--- config.mk ---
export PLATFORM = sky130hd
export DESIGN_NAME = mb8_arbiter
export DESIGN_NICKNAME = d
export VERILOG_FILES = /design/src/rtl/mb8_arbiter.sv
export SDC_FILE = /design/constraint.sdc
export NUM_CORES = 1
export LEC_CHECK = 0
export BUFFER_PORTS_ARGS = -buffer_cell sky130_fd_sc_hd__clkbuf_2
export CAP_MARGIN = 40
export CORE_MARGIN = 5
export CORE_UTILIZATION = 35
export CTS_CLUSTER_DIAMETER = 150
export DETAILED_ROUTE_END_ITERATION = 10
export PLACE_DENSITY_LB_ADDON = 0.05
export SETUP_SLACK_MARGIN = 0.15
export SLEW_MARGIN = 10
export SYNTH_ARGS = -nofsm -noshare
export SYNTH_HDL_FRONTEND = slang
export SYNTH_SLANG_ARGS = --single-unit
--- constraint.sdc ---
create_clock -name clk -period 2.8 [get_ports clk]
set_input_delay 0.14 -clock clk [delete_from_list [all_inputs] [get_ports clk]]
set_output_delay 0.14 -clock clk [all_outputs]
set_load 0.1 [all_outputs]
--- src/rtl/mb8_arbiter.sv ---
// mb8_arbiter: sequencer and arbiter for the single 8-bit spram port shared by
// the outer interpreter's bus masters (0 finder, 1 atoier, 2 exe, 3 comma).
// One-hot registered grants, a hold/release handshake and a bounded hold time.
// Optional feature macro: EFORTH1_ARB_RR_EN
//   defined   -> round-robin arbitration (search starts after the last winner)
//   undefined -> fixed priority, lowest index wins
module mb8_arbiter #(
    parameter int NREQ     = 4,
    parameter int ASZ      = 17,
    parameter int MSZ      = 8,
    parameter int MAX_HOLD = 16
) (
    input  logic                clk,
    input  logic                rst,
    input  logic [NREQ-1:0]     req,
    input  logic [NREQ-1:0]     we,
    input  logic [NREQ*ASZ-1:0] ai,
    input  logic [NREQ*MSZ-1:0] vi,
    output logic [NREQ-1:0]     gnt,
    output logic [NREQ-1:0]     rvld,
    output logic [MSZ-1:0]      rd,
    output logic                mem_we,
    output logic [ASZ-1:0]      mem_ai,
    output logic [MSZ-1:0]      mem_vi,
    input  logic [MSZ-1:0]      mem,
    output logic                bsy
);

    localparam int HW = (MAX_HOLD > 1) ? $clog2(MAX_HOLD + 1) : 1;
    localparam int IW = (NREQ > 1) ? $clog2(NREQ) : 1;
    localparam logic [HW-1:0] HOLD_MAX  = HW'(MAX_HOLD);
    localparam logic [HW-1:0] HOLD_LAST = HW'(MAX_HOLD - 1);
    localparam logic [NREQ-1:0] ONE_OH  = {{(NREQ-1){1'b0}}, 1'b1};

    typedef enum logic [0:0] {
        ST_IDLE = 1'b0,
        ST_OWN  = 1'b1
    } state_t;

    state_t          state_r;
    logic [NREQ-1:0] gnt_r;
    logic [NREQ-1:0] rvld_r;
    logic            bsy_r;
    logic [HW-1:0]   hold_r;

    logic [NREQ-1:0] cand_s;
    logic            win_found_s;
    logic [IW-1:0]   win_idx_s;
    logic [NREQ-1:0] win_oh_s;
    logic            owner_req_s;
    logic            preempt_s;
    logic            mem_we_s;
    logic [ASZ-1:0]  mem_ai_s;
    logic [MSZ-1:0]  mem_vi_s;

`ifdef EFORTH1_ARB_RR_EN
    logic [IW-1:0]   ptr_r;

    // Round-robin pick: first candidate found after ptr, wrapping modulo NREQ.
    function automatic logic [IW:0] pick_rr(input logic [NREQ-1:0] c,
                                            input logic [IW-1:0]   p);
        logic          found;
        logic [IW-1:0] idx;
        int            j;
        found = 1'b0;
        idx   = '0;
        for (int k = 1; k <= NREQ; k++) begin
            j = (int'(p) + k) % NREQ;
            if (c[j] && !found) begin
                found = 1'b1;
                idx   = IW'(j);
            end
        end
        return {found, idx};
    endfunction
`else
    // Fixed-priority pick: lowest candidate index wins.
    function automatic logic [IW:0] pick_fixed(input logic [NREQ-1:0] c);
        logic          found;
        logic [IW-1:0] idx;
        found = 1'b0;
        idx   = '0;
        for (int i = 0; i < NREQ; i++) begin
            if (c[i] && !found) begin
                found = 1'b1;
                idx   = IW'(i);
            end
        end
        return {found, idx};
    endfunction
`endif

    // Arbitration: the current owner is never a candidate, so a releasing or
    // preempted owner cannot re-win at the same edge. In IDLE gnt_r is zero.
    always_comb begin
        cand_s = req & ~gnt_r;
`ifdef EFORTH1_ARB_RR_EN
        {win_found_s, win_idx_s} = pick_rr(cand_s, ptr_r);
`else
        {win_found_s, win_idx_s} = pick_fixed(cand_s);
`endif
        win_oh_s    = win_found_s ? (ONE_OH << win_idx_s) : {NREQ{1'b0}};
        owner_req_s = |(req & gnt_r);
        // >= rather than == so a counter that saturated while nobody waited
        // still yields to a late arrival instead of starving it.
        preempt_s   = (MAX_HOLD != 0) && (hold_r >= HOLD_LAST) && win_found_s;
    end

    // Bus mux: OR of masked requester buses; grant is one-hot or zero, so no
    // grant means an all-zero bus and never a write.
    always_comb begin
        mem_we_s = 1'b0;
        mem_ai_s = {ASZ{1'b0}};
        mem_vi_s = {MSZ{1'b0}};
        for (int i = 0; i < NREQ; i++) begin
            mem_we_s = mem_we_s | (we[i] & gnt_r[i]);
            mem_ai_s = mem_ai_s | (ai[i*ASZ +: ASZ] & {ASZ{gnt_r[i]}});
            mem_vi_s = mem_vi_s | (vi[i*MSZ +: MSZ] & {MSZ{gnt_r[i]}});
        end
    end

    // Grant FSM: owner tracking, hold counter, pointer and read-valid strobe.
    always_ff @(posedge clk) begin
        if (rst) begin
            state_r <= ST_IDLE;
            gnt_r   <= {NREQ{1'b0}};
            rvld_r  <= {NREQ{1'b0}};
            bsy_r   <= 1'b0;
            hold_r  <= {HW{1'b0}};
`ifdef EFORTH1_ARB_RR_EN
            ptr_r   <= IW'(NREQ - 1);
`endif
        end else begin
            rvld_r <= gnt_r & ~we;
            case (state_r)
                ST_IDLE: begin
                    hold_r <= {HW{1'b0}};
                    if (win_found_s) begin
                        state_r <= ST_OWN;
                        gnt_r   <= win_oh_s;
                        bsy_r   <= 1'b1;
`ifdef EFORTH1_ARB_RR_EN
                        ptr_r   <= win_idx_s;
`endif
                    end else begin
                        state_r <= ST_IDLE;
                        gnt_r   <= {NREQ{1'b0}};
                        bsy_r   <= 1'b0;
                    end
                end
                ST_OWN: begin
                    // Release takes precedence; release+preempt behaves alike.
                    if (!owner_req_s || preempt_s) begin
                        hold_r <= {HW{1'b0}};
                        if (win_found_s) begin
                            state_r <= ST_OWN;
                            gnt_r   <= win_oh_s;
                            bsy_r   <= 1'b1;
`ifdef EFORTH1_ARB_RR_EN
                            ptr_r   <= win_idx_s;
`endif
                        end else begin
                            state_r <= ST_IDLE;
                            gnt_r   <= {NREQ{1'b0}};
                            bsy_r   <= 1'b0;
                        end
                    end else begin
                        state_r <= ST_OWN;
                        gnt_r   <= gnt_r;
                        bsy_r   <= 1'b1;
                        if (hold_r < HOLD_MAX) begin
                            hold_r <= hold_r + HW'(1);
                        end else begin
                            hold_r <= hold_r;
                        end
                    end
                end
                default: begin
                    state_r <= ST_IDLE;
                    gnt_r   <= {NREQ{1'b0}};
                    bsy_r   <= 1'b0;
                    hold_r  <= {HW{1'b0}};
                end
            endcase
        end
    end

    assign gnt    = gnt_r;
    assign rvld   = rvld_r;
    assign bsy    = bsy_r;
    assign rd     = mem;
    assign mem_we = mem_we_s;
    assign mem_ai = mem_ai_s;
    assign mem_vi = mem_vi_s;

endmodule
==> impl_results.html, run 1 <==
<table>
<tr><th>Metric</th><th>Value</th></tr>
<tr><th colspan="2">Clock tree</th></tr>
<tr><td>Clock Tree Root</td><td>clkbuf_4</td></tr>
<tr><td>Cts bufs inserted</td><td>3</td></tr>
<tr><td>Clock latency reported for the late side of the worst-skew pair</td><td>270 ps</td></tr>
<tr><td>Clock tree sinks</td><td>14</td></tr>
<tr><td>Post-CTS setup buffer count</td><td>0</td></tr>
<tr><td>Post-CTS sizing</td><td>0</td></tr>
<tr><td>Maximum number of buffers from clock root to sink</td><td>2</td></tr>
<tr><td>H-tree levels</td><td>1</td></tr>
<tr><td>CTS tree</td><td>done</td></tr>
<tr><td>Hold bufs inserted after CTS</td><td>0</td></tr>
<tr><td>Reg clk slew, reported paths</td><td>80 ps</td></tr>
<tr><th colspan="2">Logic synthesis</th></tr>
<tr><td>Mapped Avg Cell Area</td><td>7.72 sq um</td></tr>
<tr><td>Unique cell type count in the Yosys netlist</td><td>31</td></tr>
<tr><td>Number of warning messages in the yosys log</td><td>0</td></tr>
<tr><td>Synthesized net count</td><td>283</td></tr>
<tr><td>Share of synthesized area occupied by flip-flops and latches</td><td>0.223</td></tr>
<tr><td>Cell count after synthesis</td><td>163</td></tr>
<tr><td>Post-synthesis instance area</td><td>0.00126 sq mm</td></tr>
<tr><td>Total of flip-flops plus latches after synthesis</td><td>14</td></tr>
<tr><th colspan="2">Worst hold path</th></tr>
<tr><td>HP Class</td><td>in2reg</td></tr>
<tr><th colspan="2">GRT</th></tr>
<tr><td>First-pass GRT wire length</td><td>8.49 mm</td></tr>
<tr><td>Antenna violations before repair</td><td>0</td></tr>
<tr><td>Pin count of the biggest net entering global routing</td><td>25</td></tr>
<tr><td>GRT Overall Usage</td><td>0.205</td></tr>
<tr><td>Total congestion overflow after global routing</td><td>0</td></tr>
<tr><td>Via count of the first global-routing pass</td><td>1,738</td></tr>
<tr><th colspan="2">Pwr</th></tr>
<tr><td>Power per Cell Area</td><td>473 mW/mm^2</td></tr>
<tr><td>Worst ir drop on vdd</td><td>301 uV</td></tr>
<tr><td>Static power due to leakage</td><td>1.09 nW</td></tr>
<tr><th colspan="2">Placement</th></tr>
<tr><td>Detailed placement HPWL</td><td>4.31 mm</td></tr>
<tr><td>Setup slack after placement</td><td>1020 ps</td></tr>
<tr><td>RD Place Congestion</td><td>0.831</td></tr>
<tr><td>Number of input and output port buffers inserted</td><td>144</td></tr>
<tr><th colspan="2">Setup path</th></tr>
<tr><td>Startpoint types</td><td>register</td></tr>
<tr><td>Setup crit end kind</td><td>output port</td></tr>
<tr><td>Crit path DAT</td><td>1910 ps</td></tr>
<tr><td>Required arrival time at the worst endpoint</td><td>2660 ps</td></tr>
<tr><td>Highest fanout seen on the critical path</td><td>17</td></tr>
<tr><td>Category of the critical setup timing path</td><td>reg2out</td></tr>
<tr><th colspan="2">Finish</th></tr>
<tr><td>Antenna Diode Count</td><td>0</td></tr>
<tr><td>Final-layout fill cell count</td><td>361</td></tr>
<tr><td>Share of cells above drive strength 1</td><td>0.541</td></tr>
<tr><td>Most frequent cells in the layout</td><td>clkbuf_2 (144), a22oi_1 (52), nand2_1 (28), dfxtp_1 (14), nor2b_1 (5)</td></tr>
<tr><td>Nets</td><td>415</td></tr>
<tr><td>Signed area change from the synthesized netlist to the final layout</td><td>58.3%</td></tr>
<tr><td>Most frequent standard cell in the layout excluding fill and tap cells</td><td>clkbuf_2</td></tr>
<tr><th colspan="2">Run</th></tr>
<tr><td>Number of max-capacitance violations reported</td><td>0</td></tr>
<tr><th colspan="2">Routing</th></tr>
<tr><td>Number of DRC markers after the initial detailed-route iteration</td><td>76</td></tr>
<tr><td>Post-detailed-route via-to-cell ratio</td><td>5.14</td></tr>
<tr><td>Number of remaining DRC errors</td><td>0</td></tr>
<tr><td>Total number of vias</td><td>1,748</td></tr>
<tr><td>Sum of routed wire length over all layers</td><td>5.23 mm</td></tr>
<tr><td>Drt pass-1 iters</td><td>4</td></tr>
<tr><td>Antenna-violating nets left</td><td>0</td></tr>
<tr><td>Average routed wire per standard cell</td><td>15.4 microns</td></tr>
<tr><th colspan="2">STA</th></tr>
<tr><td>Worst Setup Slack, final</td><td>747 ps</td></tr>
<tr><td>Final hold violation count</td><td>0</td></tr>
<tr><td>Final worst-path cycle share</td><td>0.733</td></tr>
<tr><td>Remaining max-slew budget at the tightest pin</td><td>0.624</td></tr>
<tr><td>Max-slew violation count</td><td>0</td></tr>
<tr><td>Count of final setup violators</td><td>0</td></tr>
<tr><td>Unrepaired setup endpoints after global routing</td><td>no</td></tr>
<tr><td>Post-route clock skew</td><td>0.351 ps</td></tr>
<tr><td>Actual slew at the worst max-slew pin</td><td>566 ps</td></tr>
<tr><td>Total negative slack</td><td>0 ps</td></tr>
<tr><td>Maximum clock rate</td><td>487 MHz</td></tr>
<tr><td>Min Tclk post-route</td><td>2050 ps</td></tr>
<tr><th colspan="2">Floorplanning</th></tr>
<tr><td>Floorplan row count</td><td>21</td></tr>
<tr><td>Die W</td><td>70.0 microns</td></tr>
<tr><td># IOs</td><td>161</td></tr>
<tr><td>Core area</td><td>0.00342 sq mm</td></tr>
<tr><td>DIE HEIGHT</td><td>70.0 microns</td></tr>
<tr><td>Die ar.</td><td>0.00490 sq mm</td></tr>
<tr><td>Starting utilization of the core area</td><td>0.368</td></tr>
<tr><th colspan="2">Outcome</th></tr>
<tr><td>Status</td><td>completed</td></tr>
</table>
[routing by layer]
layer,global-route usage,vias up,part of all wire
met3,0.0732,20,0.092
met1,0.232,750,0.39
li1,-,886,-
met2,0.365,92,0.49
met5,0,-,0
met4,0.0489,0,0.026
[Yosys cell counts]
| cell | number | area share |
|---|---|---|
| o21ai_2 | 1 | 0.0070 |
| buf_2 | 1 | 0.0040 |
| nand2_1 | 28 | 0.083 |
| clkbuf_1 | 9 | 0.027 |
| nor2b_1 | 5 | 0.025 |
| nor2_1 | 2 | 0.0060 |
| dfxtp_1 | 14 | 0.22 |
| nor4_4 | 1 | 0.017 |
| nor3_2 | 4 | 0.032 |
| a21oi_1 | 3 | 0.012 |
| xnor2_1 | 1 | 0.0070 |
| a211oi_2 | 1 | 0.0099 |
| and3_1 | 1 | 0.0050 |
| inv_1 | 2 | 0.0060 |
| buf_4 | 8 | 0.048 |
| o21ai_0 | 1 | 0.0040 |
| o2111ai_1 | 2 | 0.014 |
| and2_1 | 1 | 0.0050 |
| a22o_1 | 2 | 0.014 |
| nand4_1 | 2 | 0.0099 |
| nor3b_1 | 4 | 0.024 |
| nand2b_1 | 2 | 0.0099 |
| buf_1 | 3 | 0.0089 |
| o211ai_1 | 3 | 0.018 |
| o21a_1 | 2 | 0.012 |
| o31ai_1 | 1 | 0.0060 |
| nand3_1 | 1 | 0.0040 |
| xor2_1 | 2 | 0.014 |
| a22oi_1 | 52 | 0.31 |
| ha_1 | 2 | 0.020 |
| mux2i_1 | 2 | 0.016 |
[path summary, 6_finish.rpt]
kind / from / end / slack (ps) / cells after the start
min reg2reg: hold_r[3] / hold_r[3] / 580 / 2
min: we[2] / rvld[2] / 30 / 2
max: gnt[2] / mem_we / 750 / 4
max reg2reg: hold_r[0] / gnt[1] / 1140 / 7
[stage by stage]
stage               instances  hold WS (ps)  utilization  power (mW)  cell area (sq um)
floorplan                 163           210            -       0.716               1260
global placement          336           281        0.573       0.805               1960
detailed placement        336           281        0.573       0.805               1960
CTS                       340          22.9        0.584       0.952               1990
global route              340          19.4        0.584       0.986               1990
finish                    340          30.6        0.584       0.942               1990
[registers in the layout (all words and copies together) (netlist names)]
name / cells
bsy: 1
gnt: 4
hold_r: 5
rvld: 4
[worst max-delay path, stage by stage (launching register included)]
cell      delay [ps]
dfxtp_1          650
buf_4            310
a22oi_1          120
nand2_1           90
clkbuf_2         450
[cell type report]
| type | instances | area, sq um | share of cell area |
|---|---|---|---|
| inverters | 2 | 7.51 | 0.00377 |
| flip-flops and latches | 14 | 280 | 0.141 |
| well taps | 46 | 57.6 | 0.0289 |
| multi-input cells | 126 | 861 | 0.432 |
| repair buffers | 148 | 751 | 0.377 |
| clock buffers | 4 | 36.3 | 0.0182 |
[logic make-up (layout without fill, tap and decap cells)]
family                     after synthesis  after routing  share of synthesized area
xor gates and xnor gates                 3              3                     0.0209
muxes                                    2              2                     0.0159
buffers and inverters                   23            154                     0.0934
and+or+nand+nor                         51             51                      0.221
AOI/OAI and AO/OA                       68             68                      0.407
DFF                                     14             14                      0.223
adders and majority gates                2              2                     0.0199
[where the power goes]
part,internal [mW],switching [mW],leakage (nW)
sequential,0.205,0.0115,0.114
clock,0.0791,0.0641,0.0210
combinational,0.127,0.456,0.954
total,0.411,0.531,1.09
Power figures use the tool's default switching activity.
==> inputs of run 2 (changes only) <==
--- a/config.mk
+++ b/config.mk
@@ -8,7 +8,7 @@
 export BUFFER_PORTS_ARGS = -buffer_cell sky130_fd_sc_hd__clkbuf_2
 export CAP_MARGIN = 40
 export CORE_MARGIN = 5
-export CORE_UTILIZATION = 35
+export CORE_UTILIZATION = 29
 export CTS_CLUSTER_DIAMETER = 150
 export DETAILED_ROUTE_END_ITERATION = 10
 export PLACE_DENSITY_LB_ADDON = 0.05
==> constraint.sdc (replaced) <==
create_clock -name clk -period 1.88 [get_ports clk]
set_input_delay 0.094 -clock clk [delete_from_list [all_inputs] [get_ports clk]]
set_output_delay 0.094 -clock clk [all_outputs]
set_load 0.1 [all_outputs]
==> impl_results.html, run 2 (synthesis gave the netlist of run 1 again) <==
<table>
<tr><th>Metric</th><th>Value</th></tr>
<tr><th colspan="2">Outcome</th></tr>
<tr><td>Status</td><td>completed</td></tr>
<tr><th colspan="2">Pwr</th></tr>
<tr><td>Switching power</td><td>0.828 mW</td></tr>
<tr><td>Worst ir drop on vdd</td><td>367 uV</td></tr>
<tr><td>Clock network power share</td><td>0.186</td></tr>
<tr><td>Internal power consumption</td><td>0.720 mW</td></tr>
<tr><td>Static power due to leakage</td><td>1.13 nW</td></tr>
<tr><td>Switching part of the total power</td><td>0.535</td></tr>
<tr><td>Power per Cell Area</td><td>692 mW/mm^2</td></tr>
<tr><td>Flop pwr share</td><td>0.216</td></tr>
<tr><td>Combinational share of power</td><td>0.598</td></tr>
<tr><th colspan="2">Clock tree</th></tr>
<tr><td>Cts bufs inserted</td><td>3</td></tr>
<tr><td>Maximum number of buffers from clock root to sink</td><td>2</td></tr>
<tr><td>H-tree levels</td><td>1</td></tr>
<tr><td>Clock tree sinks</td><td>14</td></tr>
<tr><td>Reg clk slew, reported paths</td><td>60 ps</td></tr>
<tr><td>CTS tree</td><td>done</td></tr>
<tr><td>Post-CTS setup buffer count</td><td>0</td></tr>
<tr><td>Clock Tree Root</td><td>clkbuf_8</td></tr>
<tr><td>Clock latency reported for the late side of the worst-skew pair</td><td>240 ps</td></tr>
<tr><th colspan="2">GRT</th></tr>
<tr><td>Pin count of the biggest net entering global routing</td><td>33</td></tr>
<tr><td>Total congestion overflow after global routing</td><td>0</td></tr>
<tr><td>Via count of the first global-routing pass</td><td>1,643</td></tr>
<tr><td>Antenna violations before repair</td><td>0</td></tr>
<tr><td>First-pass GRT wire length</td><td>7.38 mm</td></tr>
<tr><td>GRT Overall Usage</td><td>0.164</td></tr>
<tr><th colspan="2">STA</th></tr>
<tr><td>Final hold violation count</td><td>0</td></tr>
<tr><td>Actual slew at the worst max-slew pin</td><td>556 ps</td></tr>
<tr><td>Total negative slack</td><td>0 ps</td></tr>
<tr><td>Max-slew violation count</td><td>0</td></tr>
<tr><td>Final worst-path cycle share</td><td>0.887</td></tr>
<tr><td>WHS</td><td>28.4 ps</td></tr>
<tr><td>Maximum clock rate</td><td>600 MHz</td></tr>
<tr><td>Min Tclk post-route</td><td>1670 ps</td></tr>
<tr><td>Unrepaired setup endpoints after global routing</td><td>yes</td></tr>
<tr><td>Post-route clock skew</td><td>0.918 ps</td></tr>
<tr><td>Count of final setup violators</td><td>0</td></tr>
<tr><td>Remaining max-slew budget at the tightest pin</td><td>0.631</td></tr>
<tr><th colspan="2">Routing</th></tr>
<tr><td>Number of DRC markers after the initial detailed-route iteration</td><td>54</td></tr>
<tr><td>Post-detailed-route via-to-cell ratio</td><td>5.16</td></tr>
<tr><td>Number of remaining DRC errors</td><td>0</td></tr>
<tr><td>Average routed wire per standard cell</td><td>15.3 microns</td></tr>
<tr><td>Total number of vias</td><td>1,786</td></tr>
<tr><td>Sum of routed wire length over all layers</td><td>5.30 mm</td></tr>
<tr><td>Drt pass-1 iters</td><td>4</td></tr>
<tr><td>Antenna-violating nets left</td><td>0</td></tr>
<tr><th colspan="2">Placement</th></tr>
<tr><td>Detailed placement HPWL</td><td>4.40 mm</td></tr>
<tr><td>RD Place Congestion</td><td>0.731</td></tr>
<tr><td>Number of input and output port buffers inserted</td><td>144</td></tr>
<tr><th colspan="2">Finish</th></tr>
<tr><td>Most frequent cells in the layout</td><td>clkbuf_2 (125), a22oi_1 (52), nand2_4 (21), clkbuf_4 (11), dfxtp_1 (10)</td></tr>
<tr><td>Final-layout fill cell count</td><td>420</td></tr>
<tr><td>Antenna Diode Count</td><td>0</td></tr>
<tr><td>Share of cells above drive strength 1</td><td>0.636</td></tr>
<tr><td>Most frequent standard cell in the layout excluding fill and tap cells</td><td>clkbuf_2</td></tr>
<tr><td>Largest Register</td><td>hold_r</td></tr>
<tr><td>Largest register FFs</td><td>5</td></tr>
<tr><td>Nets</td><td>415</td></tr>
<tr><td>Signed area change from the synthesized netlist to the final layout</td><td>77.7%</td></tr>
<tr><th colspan="2">Floorplanning</th></tr>
<tr><td># IOs</td><td>161</td></tr>
<tr><td>Starting utilization of the core area</td><td>0.293</td></tr>
<tr><td>Die ar.</td><td>0.00576 sq mm</td></tr>
<tr><td>Floorplan row count</td><td>24</td></tr>
<tr><td>Die W</td><td>75.9 microns</td></tr>
<tr><td>DIE HEIGHT</td><td>75.9 microns</td></tr>
<tr><td>Core area</td><td>0.00429 sq mm</td></tr>
<tr><th colspan="2">Setup path</th></tr>
<tr><td>Startpoint types</td><td>register</td></tr>
<tr><td>Critical Path Start</td><td>gnt[1]</td></tr>
<tr><td>Reg-to-reg critical path startpoint</td><td>hold_r[0]</td></tr>
<tr><td>Required arrival time at the worst endpoint</td><td>1790 ps</td></tr>
<tr><td>Setup crit end kind</td><td>output port</td></tr>
<tr><td>Highest fanout seen on the critical path</td><td>19</td></tr>
<tr><td>Crit path DAT</td><td>1570 ps</td></tr>
<tr><td>Depth of the most critical reg-to-reg path</td><td>7</td></tr>
<tr><td>Category of the critical setup timing path</td><td>reg2out</td></tr>
<tr><th colspan="2">Worst hold path</th></tr>
<tr><td>Hold Crit Depth</td><td>2</td></tr>
<tr><td>HP Class</td><td>in2reg</td></tr>
<tr><td>Startpoint of the lowest-slack hold path</td><td>we[1]</td></tr>
<tr><th colspan="2">Run</th></tr>
<tr><td>Number of max-capacitance violations reported</td><td>0</td></tr>
</table>
## run 2: cell count changes in the layout (fill, tap and decap cells not counted), sizes merged
cell and change:
clkbuf -8, buf +8
## run 2: power by group through the flow
stage	Sequential, mW	Combinational (mW)	Clock, mW
2_1_floorplan	0.375	0.744	0
3_3_place_gp	0.341	0.915	0
3_5_place_dp	0.342	0.916	0
4_1_cts	0.336	0.920	0.297
5_1_grt	0.338	0.966	0.314
6_report	0.335	0.925	0.288
## run 2: area by class of cell
cell class                      instances  area, sq um  area share
Multi-Input combinational cell        126         1030       0.459
Inverter                                2         7.51     0.00336
Clock buffer                            4         55.1      0.0246
Sequential cell                        14          295       0.132
Tap cell                               52         65.1      0.0291
Timing Repair Buffer                  148          788       0.352
## run 2: what timing repair did
item / CTS / global route
setup endpoints to repair: 2 / 22
hold buffers: 0 / 0
resized for setup: 2 / 25
## run 2: stage by stage
step           utilization  cells  area, sq um  setup slack (ps)  power [mW]
3_5_place_dp         0.501    342         2150               211        1.26
6_report             0.521    346         2240               213        1.55
3_3_place_gp         0.501    342         2150               230        1.26
5_1_grt              0.521    346         2240               147        1.62
2_1_floorplan            -    163         1430               175        1.12
4_1_cts              0.515    346         2210               153        1.55
## run 2: path summary, 6_finish.rpt
kind                to  slack [ps]
max          mem_ai[6]         210
min            rvld[1]          30
max reg2reg     gnt[1]         300
min reg2reg     gnt[1]         550
## run 2: metal layers
layer	up-vias	share of wire	track usage
met4	0	0.0089	0.0427
met5	-	0	0
met2	102	0.52	0.296
li1	884	-	-
met1	794	0.36	0.191
met3	6	0.11	0.0396
## run 2: worst max-delay path, cell delays in order, from the launching register on
cell	delay, ps
dfxtp_4	420
buf_4	270
a22oi_1	140
nand2_4	70
buf_2	430
